--- config.mk ---
export PLATFORM = sky130hd
export DESIGN_NAME = uart_rom_loader
export DESIGN_NICKNAME = d
export VERILOG_FILES = /design/src/rtl/uart_rom_loader.sv
export SDC_FILE = /design/constraint.sdc
export NUM_CORES = 1
export LEC_CHECK = 0
export ABC_AREA = 1
export BUFFER_PORTS_ARGS = -buffer_cell sky130_fd_sc_hd__buf_2
export CAP_MARGIN = 10
export CORE_AREA = 4 4 169 130
export CTS_CLUSTER_SIZE = 16
export DETAILED_ROUTE_END_ITERATION = 10
export DIE_AREA = 0 0 173 134
export PLACE_DENSITY = 0.42
export RECOVER_POWER = 25
export SETUP_SLACK_MARGIN = 0.4
export SLEW_MARGIN = 20
export SYNTH_ARGS = -nofsm -noshare
export SYNTH_HDL_FRONTEND = slang
export SYNTH_SLANG_ARGS = --single-unit
export TNS_END_PERCENT = 100
--- constraint.sdc ---
create_clock -name clk -period 4.8 [get_ports clk]
set_input_delay 0 -clock clk [delete_from_list [all_inputs] [get_ports clk]]
set_output_delay 0 -clock clk [all_outputs]
set_load 0.005 [all_outputs]
--- src/rtl/uart_rom_loader.sv ---
// uart_rom_loader
//   Boot-time program loader. Receives an 8N1 UART byte stream, reads a
//   16-bit little-endian word count, then assembles little-endian 32-bit
//   instruction words and writes each one into the instruction ROM with a
//   single-cycle strobe. Words past the end of the ROM are consumed but
//   not written. Once the declared number of words has been consumed the
//   loader raises a sticky done and ignores all further traffic.
//
// Ports
//   clk        system clock
//   reset      asynchronous, active-high reset
//   uart_rx    serial input, idles high, asynchronous to clk
//   rom_we     one-cycle ROM write strobe
//   rom_addr   word address of the write
//   rom_wdata  instruction word to write
//   busy       high from the first detected start bit until done
//   done       sticky, high once the last declared word is consumed
//   frame_err  sticky, set when any byte has a bad stop bit
module uart_rom_loader #(
  parameter int WAIT       = 3125,
  parameter int ADDR_WIDTH = 10
) (
  input  logic                  clk,
  input  logic                  reset,
  input  logic                  uart_rx,
  output logic                  rom_we,
  output logic [ADDR_WIDTH-1:0] rom_addr,
  output logic [31:0]           rom_wdata,
  output logic                  busy,
  output logic                  done,
  output logic                  frame_err
);

  localparam int               CNT_W   = $clog2(WAIT);
  localparam logic [CNT_W-1:0] HALF_M1 = CNT_W'(WAIT / 2 - 1);
  localparam logic [CNT_W-1:0] FULL_M1 = CNT_W'(WAIT - 1);
  localparam logic [16:0]      DEPTH   = 17'(2 ** ADDR_WIDTH);

  typedef enum logic [1:0] {RX_IDLE, RX_START, RX_DATA, RX_STOP} rx_state_t;
  typedef enum logic [1:0] {LEN_LO, LEN_HI, WORD, DONE} ld_state_t;

  logic             rx_p0, rx_p1;
  rx_state_t        rx_state, rx_next;
  logic [CNT_W-1:0] cnt;
  logic [2:0]       bit_cnt;
  logic [7:0]       shreg;
  logic             tick;
  logic             byte_valid;

  ld_state_t        ld_state, ld_next;
  logic [15:0]      count;
  logic [15:0]      word_idx;
  logic [1:0]       byte_cnt;
  logic [23:0]      word_buf;
  logic             last_word;
  logic             zero_count;
  logic             last_slot;

  // Stage p0/p1: two-flop synchronizer, idles high
  always_ff @(posedge clk or posedge reset) begin
    if (reset) begin
      rx_p0 <= 1'b1;
      rx_p1 <= 1'b1;
    end else begin
      rx_p0 <= uart_rx;
      rx_p1 <= rx_p0;
    end
  end

  always_ff @(posedge clk or posedge reset) begin
    if (reset) rx_state <= RX_IDLE;
    else       rx_state <= rx_next;
  end

  // tick marks the cycle in which the current bit is sampled
  always_comb begin
    rx_next = rx_state;
    tick    = 1'b0;
    case (rx_state)
      RX_IDLE:  if (!rx_p1) rx_next = RX_START;
      RX_START: if (cnt == HALF_M1) begin
        tick    = 1'b1;
        rx_next = rx_p1 ? RX_IDLE : RX_DATA;
      end
      RX_DATA:  if (cnt == FULL_M1) begin
        tick = 1'b1;
        if (bit_cnt == 3'd7) rx_next = RX_STOP;
      end
      RX_STOP:  if (cnt == FULL_M1) begin
        tick    = 1'b1;
        rx_next = RX_IDLE;
      end
      default:  rx_next = RX_IDLE;
    endcase
  end

  // Stage rx: bit timing, shift register, byte strobe
  always_ff @(posedge clk or posedge reset) begin
    if (reset) begin
      cnt        <= '0;
      bit_cnt    <= 3'd0;
      shreg      <= 8'd0;
      byte_valid <= 1'b0;
      frame_err  <= 1'b0;
    end else begin
      byte_valid <= 1'b0;
      cnt        <= (rx_state == RX_IDLE || tick) ? '0 : cnt + 1'b1;
      if (tick && rx_state == RX_DATA) begin
        shreg   <= {rx_p1, shreg[7:1]};
        bit_cnt <= bit_cnt + 3'd1;
      end
      // shreg stays stable during the strobe cycle, so it doubles as byte data
      if (tick && rx_state == RX_STOP) begin
        if (rx_p1) byte_valid <= 1'b1;
        else       frame_err  <= 1'b1;
      end
    end
  end

  always_ff @(posedge clk or posedge reset) begin
    if (reset) ld_state <= LEN_LO;
    else       ld_state <= ld_next;
  end

  assign last_word  = ({1'b0, word_idx} + 17'd1) == {1'b0, count};
  assign zero_count = byte_valid && ld_state == LEN_HI && {shreg, count[7:0]} == 16'd0;

  always_comb begin
    ld_next = ld_state;
    case (ld_state)
      LEN_LO: if (byte_valid) ld_next = LEN_HI;
      LEN_HI: if (byte_valid) ld_next = zero_count ? DONE : WORD;
      WORD:   if (byte_valid && byte_cnt == 2'd3 && last_word) ld_next = DONE;
      default: ld_next = DONE;
    endcase
  end

  // Stage ld: word assembly and registered ROM write port
  always_ff @(posedge clk or posedge reset) begin
    if (reset) begin
      count     <= 16'd0;
      word_idx  <= 16'd0;
      byte_cnt  <= 2'd0;
      word_buf  <= 24'd0;
      rom_we    <= 1'b0;
      rom_addr  <= '0;
      rom_wdata <= 32'd0;
      last_slot <= 1'b0;
      busy      <= 1'b0;
      done      <= 1'b0;
    end else begin
      rom_we    <= 1'b0;
      last_slot <= 1'b0;
      if (rx_state == RX_IDLE && rx_next == RX_START && ld_state != DONE && !done)
        busy <= 1'b1;
      if (byte_valid) begin
        case (ld_state)
          LEN_LO: count[7:0]  <= shreg;
          LEN_HI: count[15:8] <= shreg;
          WORD: begin
            byte_cnt <= byte_cnt + 2'd1;
            case (byte_cnt)
              2'd0: word_buf[7:0]   <= shreg;
              2'd1: word_buf[15:8]  <= shreg;
              2'd2: word_buf[23:16] <= shreg;
              default: begin
                // the write slot is used even when the address is past the ROM
                rom_we    <= {1'b0, word_idx} < DEPTH;
                rom_addr  <= word_idx[ADDR_WIDTH-1:0];
                rom_wdata <= {shreg, word_buf};
                word_idx  <= word_idx + 16'd1;
                last_slot <= last_word;
              end
            endcase
          end
          default: ;
        endcase
      end
      if (zero_count || last_slot) begin
        done <= 1'b1;
        busy <= 1'b0;
      end
    end
  end

endmodule

==> impl.org <==
** Placed design
- Post-place setup slack :: 2840 ps
- In this run the tool buffered the top-level ports with 48 buffer cells.
- At the end of routability-driven placement, the weighted congestion stood at 0.813.
- Detailed placement HPWL :: 10.4 mm

** GRT
- Summed over all layers, the global routing overflow is 0.
- Met3 Track Usage GR :: 3.66%
- The via count of the first global-routing pass was 4844.
- The number of antenna violations at the first check in global routing is 0.
- Global routing consumed, on the met1 layer, 19.7% of the routing resources.
- Entering global routing, the biggest net connects 88 pins.
- Global routing used 13.9% of the available tracks across all layers.
- The first global-routing pass estimated 25.8 mm of wire.
- For met2 alone, demand over resource in global routing was 21.3%.
- met2 is the most crowded layer.

** Logic synthesis
- Synth unique cells :: 31
- Summing the areas of all and, or, nand and nor instances in the mapped netlist gives 25.9% of the synthesized area.
- The synthesized design contains 0 enable-type register cells.
- Counting every instance in the synthesized netlist gives 715.
- Among all flip-flop cells after synthesis, the most frequent one is sky130_fd_sc_hd__dfrtp_1.
- Counting flops with an async set or reset pin after synthesis yields a share of 100%.
- Synthesis produced a netlist with a net count of 728.
- The mapped netlist covers 6030 µm².
- Leading cell types by total area after synthesis :: sky130_fd_sc_hd__dfrtp_1 (55%), sky130_fd_sc_hd__nand2_1 (16%), sky130_fd_sc_hd__o21ai_0 (7.4%), sky130_fd_sc_hd__inv_1 (4.3%), sky130_fd_sc_hd__nand3_1 (2.7%)
- Sequential-to-total area share from yosys stat :: 56.0%
- Of all cell types, the one taking the most synthesized area is sky130_fd_sc_hd__dfrtp_1.
- For this run, the number of Yosys warnings is 0.
- Summed over its instances, the top area cell type makes up 55.2% of the synthesized netlist area.
- Dividing the synthesized area by the synthesized cell count gives 8.44 µm².
- Share of the synthesized area in compound gates (AO/OA/AOI/OAI) :: 9.02%
- Fraction of the mapped netlist area in adder cells :: 2.07%
- Fraction of synthesized cell area in xor and xnor cells :: 1.16%
- Flip-flop and latch count after synthesis :: 135
- Combinational family with the most area after synthesis :: simple AND/OR/NAND/NOR gates
- Multiplexer area fraction after synthesis :: 0.332%

** Clocking
- TritonCTS built the clock tree.
- Number of buffers on the longest clock path :: 2
- PostCTS Resize Cnt :: 0
- For the worst-skew pair, the clock arrives at the later sink with an insertion delay of 420 ps.
- The H-tree was split into 4 levels.
- Clock Sink Count :: 135
- The tree is rooted in a sky130_fd_sc_hd__clkbuf_16.
- Clock transition at the register clock pins on the worst setup and hold paths after CTS :: 60 ps
- In this run, CTS created clock tree buffers numbering 17.

** STA
- Setup repair after global routing left no endpoint under its margin.
- After layout, the minimum clock period comes to 1950 ps.
- Final Max Slew Viols :: 0
- Fmax achieved :: 0.514 GHz
- For the pin with the worst max-slew slack, the measured transition is 800 ps.
- Final critical-path share of the clock period :: 40.6%
- Across the routed clock network, the largest skew measured is 8.36 ps.
- Headroom to the max-slew limit came out at 46.7%.
- Post-route setup TNS :: 0 ps
- Hold timing on the final database bottoms out at a slack of 228 ps.
- Number of setup violations in the final report :: 0
- Final worst slack :: 2850 ps
- The total count of hold-check failures in the final report came to 0.

** Pwr
- Switching share of power :: 22.1%
- In this run the static leakage power is 3.53 nW.
- Combinational group share of total power :: 1.1%
- Final Total Pwr :: 2.41 mW
- Sequential cells burn 47.4% of the power.
- Cell internal power was estimated by the tool at 1.88 mW.
- Power density over the cells :: 339 nW/µm²
- In this run, the clock network consumes 51.6% of the power.
- Power dissipated by switching net loads :: 531 µW
- Across the VDD grid, the largest voltage drop is 0.000181 V.

** Cells and area
- Share of final-layout standard cells stronger than drive strength 1 :: 9.86%
- Fin nets :: 782
- The repair_antennas step left the layout with diodes totalling 0.
- The layout has 2086 filler cells.
- Synthesis-to-layout area growth :: 17.8%

** Die
- The die is 134 µm tall.
- Initial Utilization :: 29.9%
- Boundary Pins :: 49
- Total die area :: 23200 µm²
- The initialized floorplan defines 45 standard-cell rows.
- The total area inside the core boundary comes to 20200 µm².
- Measured along the x axis, the die boundary spans 173 µm.

** Min path
- Class of the worst hold path :: input port to flop
- In this run the most critical hold path is launched from uart_rx.
- Counting instances, the worst hold path has a depth of 2.
- Worst hold endpoint :: rx_p0$_DFF_PP1_

** Outcome
- The flow ran to the end, and the final reports show no timing, DRC or antenna violations.

** Worst setup path
- Element type at the critical path start :: flop
- Critical path type :: flop to flop
- Among the stages of the critical path, the cell type that occurs most often is sky130_fd_sc_hd__inv_1.
- In this run the critical register-to-register path is launched from ld_state[1]$_DFFE_PP0P_.
- Traced cell by cell, the critical path runs through inv_1 -> nor2_1 -> nand2_1 -> inv_1 -> nand2_2 -> buf_4 -> o21ai_0.
- Counting cells, the worst reg-to-reg path comes to 7.
- At the worst endpoint, the required time is 5050 ps.
- At the worst endpoint, the arrival time is 2200 ps.
- Along the worst path, the maximum fanout reaches 82.
- Critical path endpoint category :: flop
- In this run the register-to-register setup slack is 2850 ps.
- The largest individual stage delay along the critical path comes from the cell sky130_fd_sc_hd__buf_4.
- Longest individual stage delay on the worst path :: 570 ps
- End of the worst register-to-register path :: word_idx[6]$_DFFE_PP0P_

** Route
- The first TritonRoute pass finished after 5 iterations.
- After detailed routing, the number of remaining DRC violations is 0.
- Dividing the detail-routed wire length by the instance count gives 14.6 µm.
- Across all layers, the routed design uses 4809 vias.
- Iter 0 DRT Violations :: 227
- Number of vias per cell :: 4.63
- Remaining antenna violation count after routing :: 0
- The final layout contains routed wiring with a total length of 15.1 mm.

** Job
- Max capacitance violation total :: 0
-- worst max path at each step --
stage | from | to | slack [ps]
after floorplan | reset | bit_cnt[0]$_DFFE_PP0P_ | 1190
after global placement | ld_state[1]$_DFFE_PP0P_ | word_idx[6]$_DFFE_PP0P_ | 2780
after detailed placement | cnt[0]$_DFF_PP0_ | shreg[6]$_DFFE_PP0P_ | 2840
after CTS | cnt[0]$_DFF_PP0_ | shreg[6]$_DFFE_PP0P_ | 2810
after global routing | cnt[0]$_DFF_PP0_ | shreg[1]$_DFFE_PP0P_ | 2380
final | ld_state[1]$_DFFE_PP0P_ | word_idx[6]$_DFFE_PP0P_ | 2850
-- critical path: cells and delay by family (launching register included) --
| family | cells | cell delay [ps] |
|---|---|---|
| compound gates | 1 | 220 |
| flops | 1 | 410 |
| buf+inv | 3 | 820 |
| simple gates | 3 | 260 |
-- power groups by stage --
stage                     Clock (mW)  Sequential [mW]  Combinational (mW)
after global placement             0             1.16              0.0266
after CTS                       1.28             1.14              0.0290
after detailed placement           0             1.16              0.0275
final                           1.24             1.14              0.0261
after global routing            1.33             1.14              0.0320
after floorplan                    0             1.16              0.0168
-- routing by layer --
layer	vias to the layer above	routed length (µm)	part of all wire [%]
li1	2405	-	-
met1	2305	7840	52
met2	88	6580	43
met3	11	572	3.8
met4	0	140	0.93
met5	-	0	0
-- final cells by class --
cell class              instances  area, µm²  area share, %
flip-flops and latches        135       3380           47.6
multi-input cells             492       2320           32.7
clock buffers                  19        453           6.37
well taps                     258        323           4.54
inverters                      70        268           3.77
repair buffers                 53        256           3.61
clock inverters                12        104           1.46
-- stage by stage --
stage               cells  util (%)  area, µm²
global placement     1006      32.5       6560
detailed placement   1006      32.5       6560
finish               1039      35.3       7110
CTS                  1039      35.4       7130
global route         1039      35.3       7110
floorplan             715         -       6030
-- cell families (layout without fill, tap and decap cells) --
| logic type | after synthesis | in the layout |
|---|---|---|
| simple gates | 367 | 367 |
| flops | 135 | 135 |
| compound gates | 105 | 105 |
| buf+inv | 88 | 154 |
| fa+ha+maj | 10 | 10 |
| xor+xnor | 8 | 8 |
| mux | 2 | 2 |
-- state kept, by name, indices dropped and copies added, names as in the netlist, 2 cells and up --
register,count
bit_cnt,3
count,16
byte_cnt,2
rom_addr,10
ld_state,2
word_idx,16
shreg,8
word_buf,24
rom_wdata,32
cnt,12
rx_state,2
-- synthesized netlist by cell type (all sizes together), types with 2 or more instances --
library cell and instances:
o21ai 89, dfstp 2, nor2 46, ha 10, nand2 252, buf 3
nand3 33, clkbuf 15, a21oi 9, xor2 6, o21bai 3, xnor2 2
nor4 2, inv 69, nand4 19, nor3 6, dfrtp 133, mux2i 2
nand3b 8
-- cells in the final DEF (no fill, tap or decap), drive strengths merged, types with 3 or more instances in the layout --
cell type / count
nand3b: 8
nor2: 46
o21ai: 89
dfrtp: 133
nor3: 6
nand2: 252
o21bai: 3
nand3: 33
clkinvlp: 3
xor2: 6
nand4: 19
clkinv: 8
inv: 70
ha: 10
buf: 30
clkbuf: 40
a21oi: 9
-- repair_timing --
item                      in CTS  in global routing
hold endpoints to repair      85                  0
buffers inserted               0                  0
hold buffers                   2                  0
No activity file was read; power rests on OpenSTA's default activity.
